### src/rtl/fp_result_collector.sv
// Issue credits, in-flight tracker and result FIFO for the fixed-latency FP multiplier.
// Optional macro FP_RESULT_BYPASS_EN presents a returning result combinationally when the FIFO is empty.
`ifndef FP_MULT_LATENCY
`define FP_MULT_LATENCY 4
`endif

module fp_result_collector_chk #(
    parameter int FIFO_DEPTH = 4,
    parameter int CNT_W      = 3
) (
    input logic             clk,
    input logic             rst,
    input logic             push,
    input logic [CNT_W-1:0] count
);
    // Credits must make a push into a full buffer impossible.
    a_no_push_when_full: assert property (@(posedge clk) disable iff (rst)
        !(push && (count == CNT_W'(FIFO_DEPTH))));
endmodule

module fp_result_collector #(
    parameter int DATA_WIDTH   = 32,
    parameter int TAG_WIDTH    = 6,
    parameter int PIPE_LATENCY = `FP_MULT_LATENCY,
    parameter int FIFO_DEPTH   = 4
) (
    input  logic                  clk,
    input  logic                  rst,
    input  logic                  issue_valid,
    input  logic [TAG_WIDTH-1:0]  issue_tag,
    output logic                  issue_ready,
    output logic                  pipe_enable,
    input  logic [DATA_WIDTH-1:0] pipe_res,
    output logic                  wb_valid,
    input  logic                  wb_ready,
    output logic [DATA_WIDTH-1:0] wb_data,
    output logic [TAG_WIDTH-1:0]  wb_tag
);
    localparam int PTR_W = $clog2(FIFO_DEPTH);
    localparam int CNT_W = $clog2(FIFO_DEPTH + 1);
    localparam int OCC_W = $clog2(FIFO_DEPTH + PIPE_LATENCY + 1);
    localparam int ENT_W = DATA_WIDTH + TAG_WIDTH;

    logic [PIPE_LATENCY-1:0] trk_valid_r;
    logic [TAG_WIDTH-1:0]    trk_tag_r [PIPE_LATENCY];
    logic [ENT_W-1:0]        mem_r [FIFO_DEPTH];
    logic [PTR_W-1:0]        rd_ptr_r;
    logic [PTR_W-1:0]        wr_ptr_r;
    logic [CNT_W-1:0]        count_r;

    logic                 issue_fire_s;
    logic                 ret_valid_s;
    logic [TAG_WIDTH-1:0] ret_tag_s;
    logic                 fifo_nonempty_s;
    logic                 bypass_s;
    logic                 push_s;
    logic                 pop_s;
    logic                 wb_fire_s;
    logic                 busy_s;
    logic [OCC_W-1:0]     occ_s;

    assign ret_valid_s     = trk_valid_r[PIPE_LATENCY-1];
    assign ret_tag_s       = trk_tag_r[PIPE_LATENCY-1];
    assign fifo_nonempty_s = (count_r != {CNT_W{1'b0}});

`ifdef FP_RESULT_BYPASS_EN
    assign bypass_s = ret_valid_s & ~fifo_nonempty_s;
`else
    assign bypass_s = 1'b0;
`endif

    assign wb_valid     = fifo_nonempty_s | bypass_s;
    assign wb_fire_s    = wb_valid & wb_ready;
    assign pop_s        = fifo_nonempty_s & wb_ready;
    assign push_s       = ret_valid_s & ~(bypass_s & wb_ready);
    assign issue_ready  = (occ_s < OCC_W'(FIFO_DEPTH)) |
                          (wb_fire_s & (occ_s == OCC_W'(FIFO_DEPTH)));
    assign issue_fire_s = issue_valid & issue_ready;
    assign pipe_enable  = issue_fire_s | busy_s;

    // Occupancy (buffered + in flight) and whether the multiplier still needs to advance;
    // the returning stage already has its result on pipe_res, so it does not keep the pipe busy.
    always_comb begin
        occ_s  = OCC_W'(count_r);
        busy_s = 1'b0;
        for (int i = 0; i < PIPE_LATENCY; i++) begin
            occ_s = occ_s + OCC_W'(trk_valid_r[i]);
            if (i < PIPE_LATENCY - 1) begin
                busy_s = busy_s | trk_valid_r[i];
            end else begin
                busy_s = busy_s;
            end
        end
    end

    // Writeback head selection.
    always_comb begin
        wb_data = {DATA_WIDTH{1'b0}};
        wb_tag  = {TAG_WIDTH{1'b0}};
`ifdef FP_RESULT_BYPASS_EN
        if (bypass_s) begin
            wb_data = pipe_res;
            wb_tag  = ret_tag_s;
        end else if (fifo_nonempty_s) begin
            {wb_data, wb_tag} = mem_r[rd_ptr_r];
        end else begin
            wb_data = {DATA_WIDTH{1'b0}};
            wb_tag  = {TAG_WIDTH{1'b0}};
        end
`else
        if (fifo_nonempty_s) begin
            {wb_data, wb_tag} = mem_r[rd_ptr_r];
        end else begin
            wb_data = {DATA_WIDTH{1'b0}};
            wb_tag  = {TAG_WIDTH{1'b0}};
        end
`endif
    end

    // In-flight tracker shifting in lockstep with the multiplier.
    always_ff @(posedge clk) begin
        if (rst) begin
            trk_valid_r <= {PIPE_LATENCY{1'b0}};
            for (int i = 0; i < PIPE_LATENCY; i++) begin
                trk_tag_r[i] <= {TAG_WIDTH{1'b0}};
            end
        end else begin
            trk_valid_r[0] <= issue_fire_s;
            trk_tag_r[0]   <= issue_tag;
            for (int i = 1; i < PIPE_LATENCY; i++) begin
                trk_valid_r[i] <= trk_valid_r[i-1];
                trk_tag_r[i]   <= trk_tag_r[i-1];
            end
        end
    end

    // Result storage.
    always_ff @(posedge clk) begin
        if (rst) begin
            for (int i = 0; i < FIFO_DEPTH; i++) begin
                mem_r[i] <= {ENT_W{1'b0}};
            end
        end else if (push_s) begin
            mem_r[wr_ptr_r] <= {pipe_res, ret_tag_s};
        end
    end

    // FIFO pointers and count.
    always_ff @(posedge clk) begin
        if (rst) begin
            rd_ptr_r <= {PTR_W{1'b0}};
            wr_ptr_r <= {PTR_W{1'b0}};
            count_r  <= {CNT_W{1'b0}};
        end else begin
            if (push_s) begin
                wr_ptr_r <= wr_ptr_r + PTR_W'(1);
            end
            if (pop_s) begin
                rd_ptr_r <= rd_ptr_r + PTR_W'(1);
            end
            case ({push_s, pop_s})
                2'b10:   count_r <= count_r + CNT_W'(1);
                2'b01:   count_r <= count_r - CNT_W'(1);
                default: count_r <= count_r;
            endcase
        end
    end

    fp_result_collector_chk #(
        .FIFO_DEPTH(FIFO_DEPTH),
        .CNT_W     (CNT_W)
    ) u_chk (
        .clk  (clk),
        .rst  (rst),
        .push (push_s),
        .count(count_r)
    );
endmodule

### config.mk
export PLATFORM = sky130hd
export DESIGN_NAME = fp_result_collector
export DESIGN_NICKNAME = d
export VERILOG_FILES = /design/src/rtl/fp_result_collector.sv
export SDC_FILE = /design/constraint.sdc
export NUM_CORES = 1
export LEC_CHECK = 0
export BUFFER_PORTS_ARGS = -buffer_cell sky130_fd_sc_hd__clkbuf_2
export CORE_AREA = 4 4 148 121
export DETAILED_ROUTE_END_ITERATION = 10
export DIE_AREA = 0 0 152 125
export PLACE_DENSITY = 0.71
export SLEW_MARGIN = 20
export SYNTH_ARGS = -nofsm -noshare
export SYNTH_HDL_FRONTEND = slang
export SYNTH_HIERARCHICAL = 1
export SYNTH_SLANG_ARGS = --single-unit
export TNS_END_PERCENT = 10
### constraint.sdc
create_clock -name clk -period 2.6 [get_ports clk]
set_input_delay 0.52 -clock clk [delete_from_list [all_inputs] [get_ports clk]]
set_output_delay 0.52 -clock clk [all_outputs]
set_load 0.1 [all_outputs]
# Yosys cells after proc, flatten, opt, wreduce, memory -nomap -nowiden
# Memories as Yosys holds them, arrays and structs flattened. A register that Yosys moved wholly into a read port is not among the register bits.
# Index checks and enable logic that the tools add are counted.
# classes
n_mux	18
n_reduce_logical	3
eq_ne	3
bitwise	11
order_cmp	1
n_addsub	8
# op_table
operator	n
two-way mux 38 bit	1
OR reduction 38 bit	1
two-way mux 32 bit	1
two-way mux 6 bit	5
adder 4 x 1 -> 4 bit	3
OR 1 bit	8
two-way mux 1 bit	7
two-way mux 2 bit	3
one-hot mux 3 bit (2 select lines)	1
adder 2 x 1 -> 2 bit, second input constant	2
adder 3 x 1 -> 4 bit	1
== test 4 x 3 -> 1 bit, second input constant	1
< comparator 4 x 3 -> 1 bit, second input constant	1
adder 3 x 1 -> 3 bit, second input constant	1
bitwise AND 1 bit	3
nonzero test 3 bit	1
subtractor 3 x 1 -> 3 bit, second input constant	1
== test 2 x 1 -> 1 bit, second input constant	1
== test 2 bit, second input constant	1
nonzero test 2 bit	1
# totals
n_memories	2
in_bits	42
register_bits	11
output_inout_bits	41
ram_bits	176
# mem_list
name	depth	word_bits	read_ports	rd_ports_with_merged_regs	write_ports	line_no	text
mem_r	4	38	1	1	4	46	logic [ENT_W-1:0] mem_r [FIFO_DEPTH];
trk_tag_r	4	6	4	0	4	45	logic [TAG_WIDTH-1:0] trk_tag_r [PIPE_LATENCY];

# Longest topological paths before layout
# Gate-level depths: netlist of the first run.
# depth
word_depth	9
depth_mapped	7
depth_no_buf	7

# Worst setup path before layout of the first run
# OpenSTA, ideal clock, no wires.
# synth_path
path_kind	register -> output
start	register trk_valid_r[3]
end	output port pipe_enable
t_arrival_ns	5.178
path_buffers	0
setup_slack_ns	-3.098
required_ns	2.080
path_stages_with_launch	8
cell_sequence	dfxtp_1 -> fa_1 -> fa_1 -> inv_1 -> fa_1 -> xor2_1 -> a31oi_1 -> o311ai_0
# synth_between
elab_chain_len	6
elab_cells_between_ends	7
# synth_lines
element	line_no	text
start: declaration	44	logic [PIPE_LATENCY-1:0] trk_valid_r;
start signal: assignment	123	trk_valid_r <= {PIPE_LATENCY{1'b0}};
start signal: indexed assignment	131	trk_valid_r[i] <= trk_valid_r[i-1];
adder 4 x 1 -> 4 bit *	87	occ_s = occ_s + OCC_W'(trk_valid_r[i]);
parallel branches: the longest is 2 deep, another holds < comparator 4 x 3 -> 1 bit	-	
OR 1 bit *	76	assign issue_ready = (occ_s < OCC_W'(FIFO_DEPTH)) |
bitwise AND 1 bit *	78	assign issue_fire_s = issue_valid & issue_ready;
OR 1 bit *	79	assign pipe_enable = issue_fire_s | busy_s;
end: declaration	32	output logic pipe_enable,
# Every way passes the cells marked *.

# Worst setup path after layout of the first run
# layout_path
start	register trk_valid_r[0]
end	output port pipe_enable
# layout_between
elab_chain_len	9
elab_cells_between_ends	12
# layout_lines
element	line_no	text
start signal: assignment	123	
start signal: assignment	128	trk_valid_r[0] <= issue_fire_s;
start signal: indexed assignment	131	
parallel branches: the longest is 8 deep, another holds adder 3 x 1 -> 4 bit	-	
OR 1 bit *	79	
# Marked as above.

==> summary.md, run 1 <==
| Metric | Value |
|---|---|
| Status | finished, violations left |
| Failing checks | negative setup slack |
| Synth Area in Adders | 1.452% |
| Initial Util | 49.41% |
| Layout area overhead | 21.88% |
| RD Place Congestion | 0.7939 |
| Pin count of the biggest net entering global routing | 42 |
| Post-synthesis simple-gate area fraction | 18.27% |
| Layout fillers | 1272 |
| Clk root buf | clkbuf_16 |
| Setup Skew | 0.01294 ns |
| Worst slack, placed | -0.2741 ns |
| HPWL after detailed placement | 9500 um |
| Htree depth | 4 |
| GRT Total Usage | 17.25% |
| Vias per inst | a little over 5 |
| Critical path peak fanout | 3 |
| Max-Cap Viols | 0 |
| VDD IR-drop max | approximately 0.47 mV |
| # rows | 42 |
| Seq/Total Area, Yosys | 65.48% |
| Drt first pass iters | 4 |
| Cell area after layout | between 9000 and 10000 um^2 |
| Worst Setup Start Kind | flip-flop |
| Post-route minimum period | about 3.3 ns |
| Top-Level Pins | 83 |
| Post-synthesis cell area | 8102 um^2 |
| Slew HR | 57.08% |
| Family with the most delay on the worst path | adder cells |
| CTS buffer count | 17 |
| Worst hold margin | 0.3074 ns |
| PortBufs | 82 |
| Post-synthesis compound-gate area fraction | 0.8649% |
| Chip width | 152 um |
| Top_reg_cell synth | edfxtp_1 |
| Min-delay src | issue_tag[3] |
| Starting DRC count in detailed routing | 235 |
| Grt total ovfl | 0 |
| Top cells by area, synth | edfxtp_1, and2_1, mux4_2, dfxtp_1, nor2b_1 |
| Proportion of layout cells with a drive suffix above 1 | 31.18% |
| Syn Area/Cell | 15.20 um^2 |
| Worst-path cell with the longest stage delay | fa_1 |
| Gate Count Post-Synth | 533 |
| Number of global-route vias before repair | between 4000 and 5000 |
| Initial antenna violation count | 0 |
| CP max stage delay | roughly 0.57 ns |
| P_leak | 3.664 nW |
| Synth top cells by count | and2_1, edfxtp_1, nor2b_1 |
| Die Footprint | approximately 19000 um^2 |
| Post-synthesis mux area share | 10.56% |
| Yosys warnings | 6 |
| Critical path required time | 2.08 ns |
| Pwr Density | 651.6 nW/um^2 |
| Max Slew Vio Count | 0 |
| Clock Pin Slew Worst Setup and Hold Paths | 0.06 ns |
| Worst Setup SP | trk_valid_r[0] |
| CP Capture Type | primary output |
| Placed cell area | 9261 um^2 |
| Drt wl/cell | 18.48 um |
| Die height | 125 um |
| Worst Path Buf+Inv | 2 |
| Flop and latch count out of synthesis | 189 |
| Routed vias | 4413 |
| Synthesized Nets | around 580 |
| Detailed-route DRC error count | 0 |
| Antenna diodes | 0 |
| Setup Crit Path Kind | flip-flop to primary output |
| Max clock buf depth | 2 |
| Endpoints failing hold | 0 |
| Xor/xnor share of the synthesized area | 0.6486% |
| CTS Hold Bufs | 0 |
| Post-synth top area cell | edfxtp_1 |
| Placeable Area | 16400 um^2 |
| # clock sinks | between 150 and 200 |
| Drt total wl | 15800 um |
| Worst r2r src | trk_valid_r[0] |
| CP cell instances | fa_1 > fa_2 > inv_2 > fa_2 > a31oi_4 > o311ai_4 > buf_12 |
| FMAX | 306.7 MHz |
| Synth top area share | approximately 56% |
| Worst-margin pin slew | 0.6437 ns |
| RSZ-0062 raised after global routing | true |
| Setup TNS | -1.206 ns |
| CP dominant cell by count | fa_2 |
| CTS tree | built |
| First-pass GRT wire length | 25160 um |
| Setup ws final | -0.6610 ns |
| Ys async rst share | 0% |
| NumNets Final | 671 |
| Final setup vio count | 2 |
| Period utilization | 125.4% |
| EDFF count, synth | ~150 |
| Routed Antenna Nets | 0 |
| Worst Path Arrival | 2.74 ns |
| Clock Latency Late Sink | approximately 0.43 ns |
| Yosys cell types | 33 |
| Largest family of logic cells by synthesized area | simple AND/OR/NAND/NOR gates |
| Worst Hold Class | primary input to flip-flop |
## cells by family after synthesis
kind of cell,after synthesis
fa+ha+maj,7
mux,38
compound gates,11
flops,189
buf+inv,44
simple gates,238
xor+xnor,6
## worst paths after layout
| path | end | slack, ns | cells past startpoint |
|---|---|---|---|
| min reg2reg | trk_tag_r[0][6] | 0.44 | 1 |
| min | trk_tag_r[0][3] | 0.31 | 2 |
| max | pipe_enable | -0.66 | 7 |
| max reg2reg | trk_valid_r[0] | 0.32 | 7 |
## sequential cells by signal (all words and copies together), names as in the netlist, named ones only
name         cells
count_r          3
rd_ptr_r         2
wr_ptr_r         2
trk_tag_r       24
trk_valid_r      4
mem_r          152
## stage by stage
stage          power, mW  util, %  std cells
2_1_floorplan      3.875        -        533
6_report           6.435    60.23        855
3_5_place_dp       4.105    56.49        822
5_1_grt            6.650    60.23        855
3_3_place_gp       4.089    56.49        822
4_1_cts            6.484    60.08        855
## final cells by class
type	instances	area (um^2)	share of cell area, %
inverters	12	45.04	0.4562
clock buffers	25	516.7	5.233
repair buffers	102	1002	10.15
flip-flops and latches	189	5310	53.78
clock inverters	7	36.28	0.3675
well taps	220	275.3	2.788
multi-input cells	300	2689	27.23
## cell usage in the layout, fill, tap and decap left out, drive strengths merged, types with 6 or more instances in the layout
master	count
and2	152
edfxtp	152
clkbuf	78
nor2b	64
buf	49
mux4	38
dfxtp	37
inv	13
nor2	11
clkinv	6
## power by group
| part | leakage, nW | internal [mW] | switching [mW] |
|---|---|---|---|
| sequential | 1.87 | 3.36 | 0.0314 |
| combinational | 1.51 | 0.233 | 0.412 |
| clock | 0.282 | 1.37 | 1.02 |
## layer usage
metal | global-route usage, % | vias up | wire length [um]
met5 | 0 | - | 0
met4 | 4.915 | 0 | 127
met3 | 4.698 | 8 | 1286
met2 | 27.56 | 165 | 7551
met1 | 23.58 | 2185 | 6832
li1 | - | 2055 | -
## timing repair
action,4_1_cts,5_1_grt
hold endpoints to repair,0,0
gates resized for setup,13,8
buffers inserted,1,0
pin swaps,2,0
endpoints found under the setup margin,11,18
gates cloned,0,0
Power figures use the tool's default switching activity.
==> inputs of run 2 (changes only) <==
--- a/config.mk
+++ b/config.mk
@@ -7,6 +7,7 @@
 export LEC_CHECK = 0
 export BUFFER_PORTS_ARGS = -buffer_cell sky130_fd_sc_hd__clkbuf_2
 export CORE_AREA = 4 4 148 121
+export CTS_BUF_LIST = sky130_fd_sc_hd__clkbuf_2 sky130_fd_sc_hd__clkbuf_4 sky130_fd_sc_hd__clkbuf_8
 export DETAILED_ROUTE_END_ITERATION = 10
 export DIE_AREA = 0 0 152 125
 export PLACE_DENSITY = 0.71
==> run 2 against run 1 <==
Net effect: non-clock buffer count up 1; die area unchanged; the flow still finishes with violations (negative setup slack); largest power group unchanged; sequential power hardly changed; first-iteration DRC count down 3.8%; largest cell class unchanged; combinational power hardly changed; sequential share of layout area is 0.95 points higher; final area shrank 1.7%; critical endpoint unchanged; total power fell by 8.9%; clock skew fell by 0.0034 ns; routed wire length fell by 0.85%.
==> summary.md, run 2 (synthesized netlist as in run 1, its figures left out) <==
| Metric | Value |
|---|---|
| Status | finished, violations left |
| Failing checks | negative setup slack |
| Period utilization | 126.5% |
| Placeable Area | 16400 um^2 |
| Critical path required time | 2.08 ns |
| R2r setup slk | between 0.3 and 0.4 ns |
| RD Place Congestion | 0.7939 |
| Number of global-route vias before repair | between 4000 and 5000 |
| Sw Share | 23.64% |
| Biggest register | mem_r |
| Die height | around 130 um |
| Worst Setup Start Kind | flip-flop |
| Drt wl/cell | 18.30 um |
| FMAX | 304.0 MHz |
| Routed vias | 4415 |
| Final setup vio count | 2 |
| Htree depth | 4 |
| Endpoints failing hold | 0 |
| CTS tree | built |
| Routed Antenna Nets | 0 |
| VDD IR-drop max | about 0.37 mV |
| Detailed-route DRC error count | 0 |
| Sequential share of power | around 58% |
| Critical path peak fanout | 3 |
| Max clock buf depth | 2 |
| Pwr Density | ~600 nW/um^2 |
| Slew HR | 54.70% |
| Vias per inst | 5.158 |
| Drt total wl | 15660 um |
| HPWL after detailed placement | between 9000 and 10000 um |
| RSZ-0062 raised after global routing | true |
| Worst Hold Class | primary input to flip-flop |
| Top-Level Pins | a little over 80 |
| GRT Total Usage | 17.04% |
| Pin count of the biggest net entering global routing | 42 |
| Most frequent cells in the layout | and2_1, edfxtp_1, nor2b_1 |
| Chip width | 152 um |
| Antenna diodes | 0 |
| Starting DRC count in detailed routing | 226 |
| Finished Core Util | 59.20% |
| Setup Crit Path Kind | flip-flop to primary output |
| Largest registers | mem_r x152, trk_tag_r x24, trk_valid_r x4 |
| Final Power | 5.859 mW |
| Max-Cap Viols | 0 |
| P_leak | 3.598 nW |
| CTS buffer count | 17 |
| CP Capture Type | primary output |
| Clock Latency Late Sink | 0.45 ns |
| Clock share of power | 31.2% |
| Setup Skew | 0.009548 ns |
| Setup ws final | -0.6900 ns |
| Pint | around 4.5 mW |
| Die Footprint | 19000 um^2 |
| Clk root buf | clkbuf_8 |
| # clock sinks | 189 |
| First-pass GRT wire length | between 20000 and 30000 um |
| Layout area overhead | 19.81% |
| PortBufs | approximately 80 |
| P_sw | ~1.4 mW |
| Worst Path Arrival | 2.77 ns |
| Part of the power in combinational logic | between 10% and 20% |
| Max Slew Vio Count | 0 |
| Initial Util | between 40% and 50% |
| Post-route minimum period | 3.290 ns |
| Largest register FFs | 152 |
| # rows | 42 |
| Proportion of layout cells with a drive suffix above 1 | 31.60% |
| Grt total ovfl | 0 |
| Initial antenna violation count | 0 |
| NumNets Final | 672 |
| Worst-margin pin slew | 0.6795 ns |
| Clock Pin Slew Worst Setup and Hold Paths | 0.09 ns |
| Worst slack, placed | -0.2741 ns |
| Drt first pass iters | 4 |
==> run 2: cell count changes in the layout (fill, tap and decap cells not counted), sizes merged <==
cell	delta
bufinv	+1
clkbuf	-6
buf	+6
==> run 2: critical path, stage by stage, from the launching register on <==
cell and delay [ns]:
dfxtp_2 0.34, fa_1 0.57, fa_2 0.21, inv_2 0.04, fa_2 0.55, a31oi_4 0.12
o311ai_4 0.27, buf_12 0.21
==> run 2: worst paths after layout <==
check             startpoint              end  cells past startpoint
min reg2reg  trk_tag_r[0][0]  trk_tag_r[0][6]                      1
max reg2reg   trk_valid_r[0]   trk_valid_r[0]                      7
min             issue_tag[3]  trk_tag_r[0][3]                      2
max           trk_valid_r[0]      pipe_enable                      7
==> run 2: per-layer routing <==
metal,global-route usage (%),vias to the layer above,wire [um]
met5,0,-,0
met4,4.915,0,179
met3,4.076,16,1241
met2,27.56,151,7553
met1,23.34,2195,6688
li1,-,2053,-
==> run 2: stage by stage <==
stage               hold slack (ns)  setup TNS (ns)  cell area (um^2)  instances
floorplan                    0.4138          -10.73              8163        533
finish                       0.2801          -1.277              9707        856
global placement             0.4326         -0.3180              9261        822
detailed placement           0.4268         -0.4926              9261        822
global route                 0.2740          -1.405              9707        856
CTS                          0.2565          -1.358              9687        855
==> run 2: timing repair <==
| item | in CTS | in global routing |
|---|---|---|
| cloned | 0 | 0 |
| gates resized for setup | 17 | 9 |
| buffers inserted | 1 | 1 |
| hold endpoints to repair | 0 | 0 |
| pin swaps | 2 | 1 |
| hold buffers | 0 | 0 |
| setup endpoints to repair | 15 | 23 |
==> run 2: area by class of cell <==
type / instances / area (um^2)
fillers: 1293 / 6689
inverters: 12 / 45.04
repair buffers: 103 / 1010
multi-input cells: 300 / 2686
flip-flops and latches: 189 / 5313
clock buffers: 24 / 311.5
well taps: 220 / 275.3
clock inverters: 8 / 66.31
==> run 2: power by group through the flow <==
stage,clock network [mW],registers [mW],logic (mW)
after CTS,1.86,3.39,0.653
after global placement,0,3.45,0.638
final,1.83,3.39,0.646
after global routing,1.99,3.40,0.684
after detailed placement,0,3.46,0.645
after floorplan,0,3.45,0.426
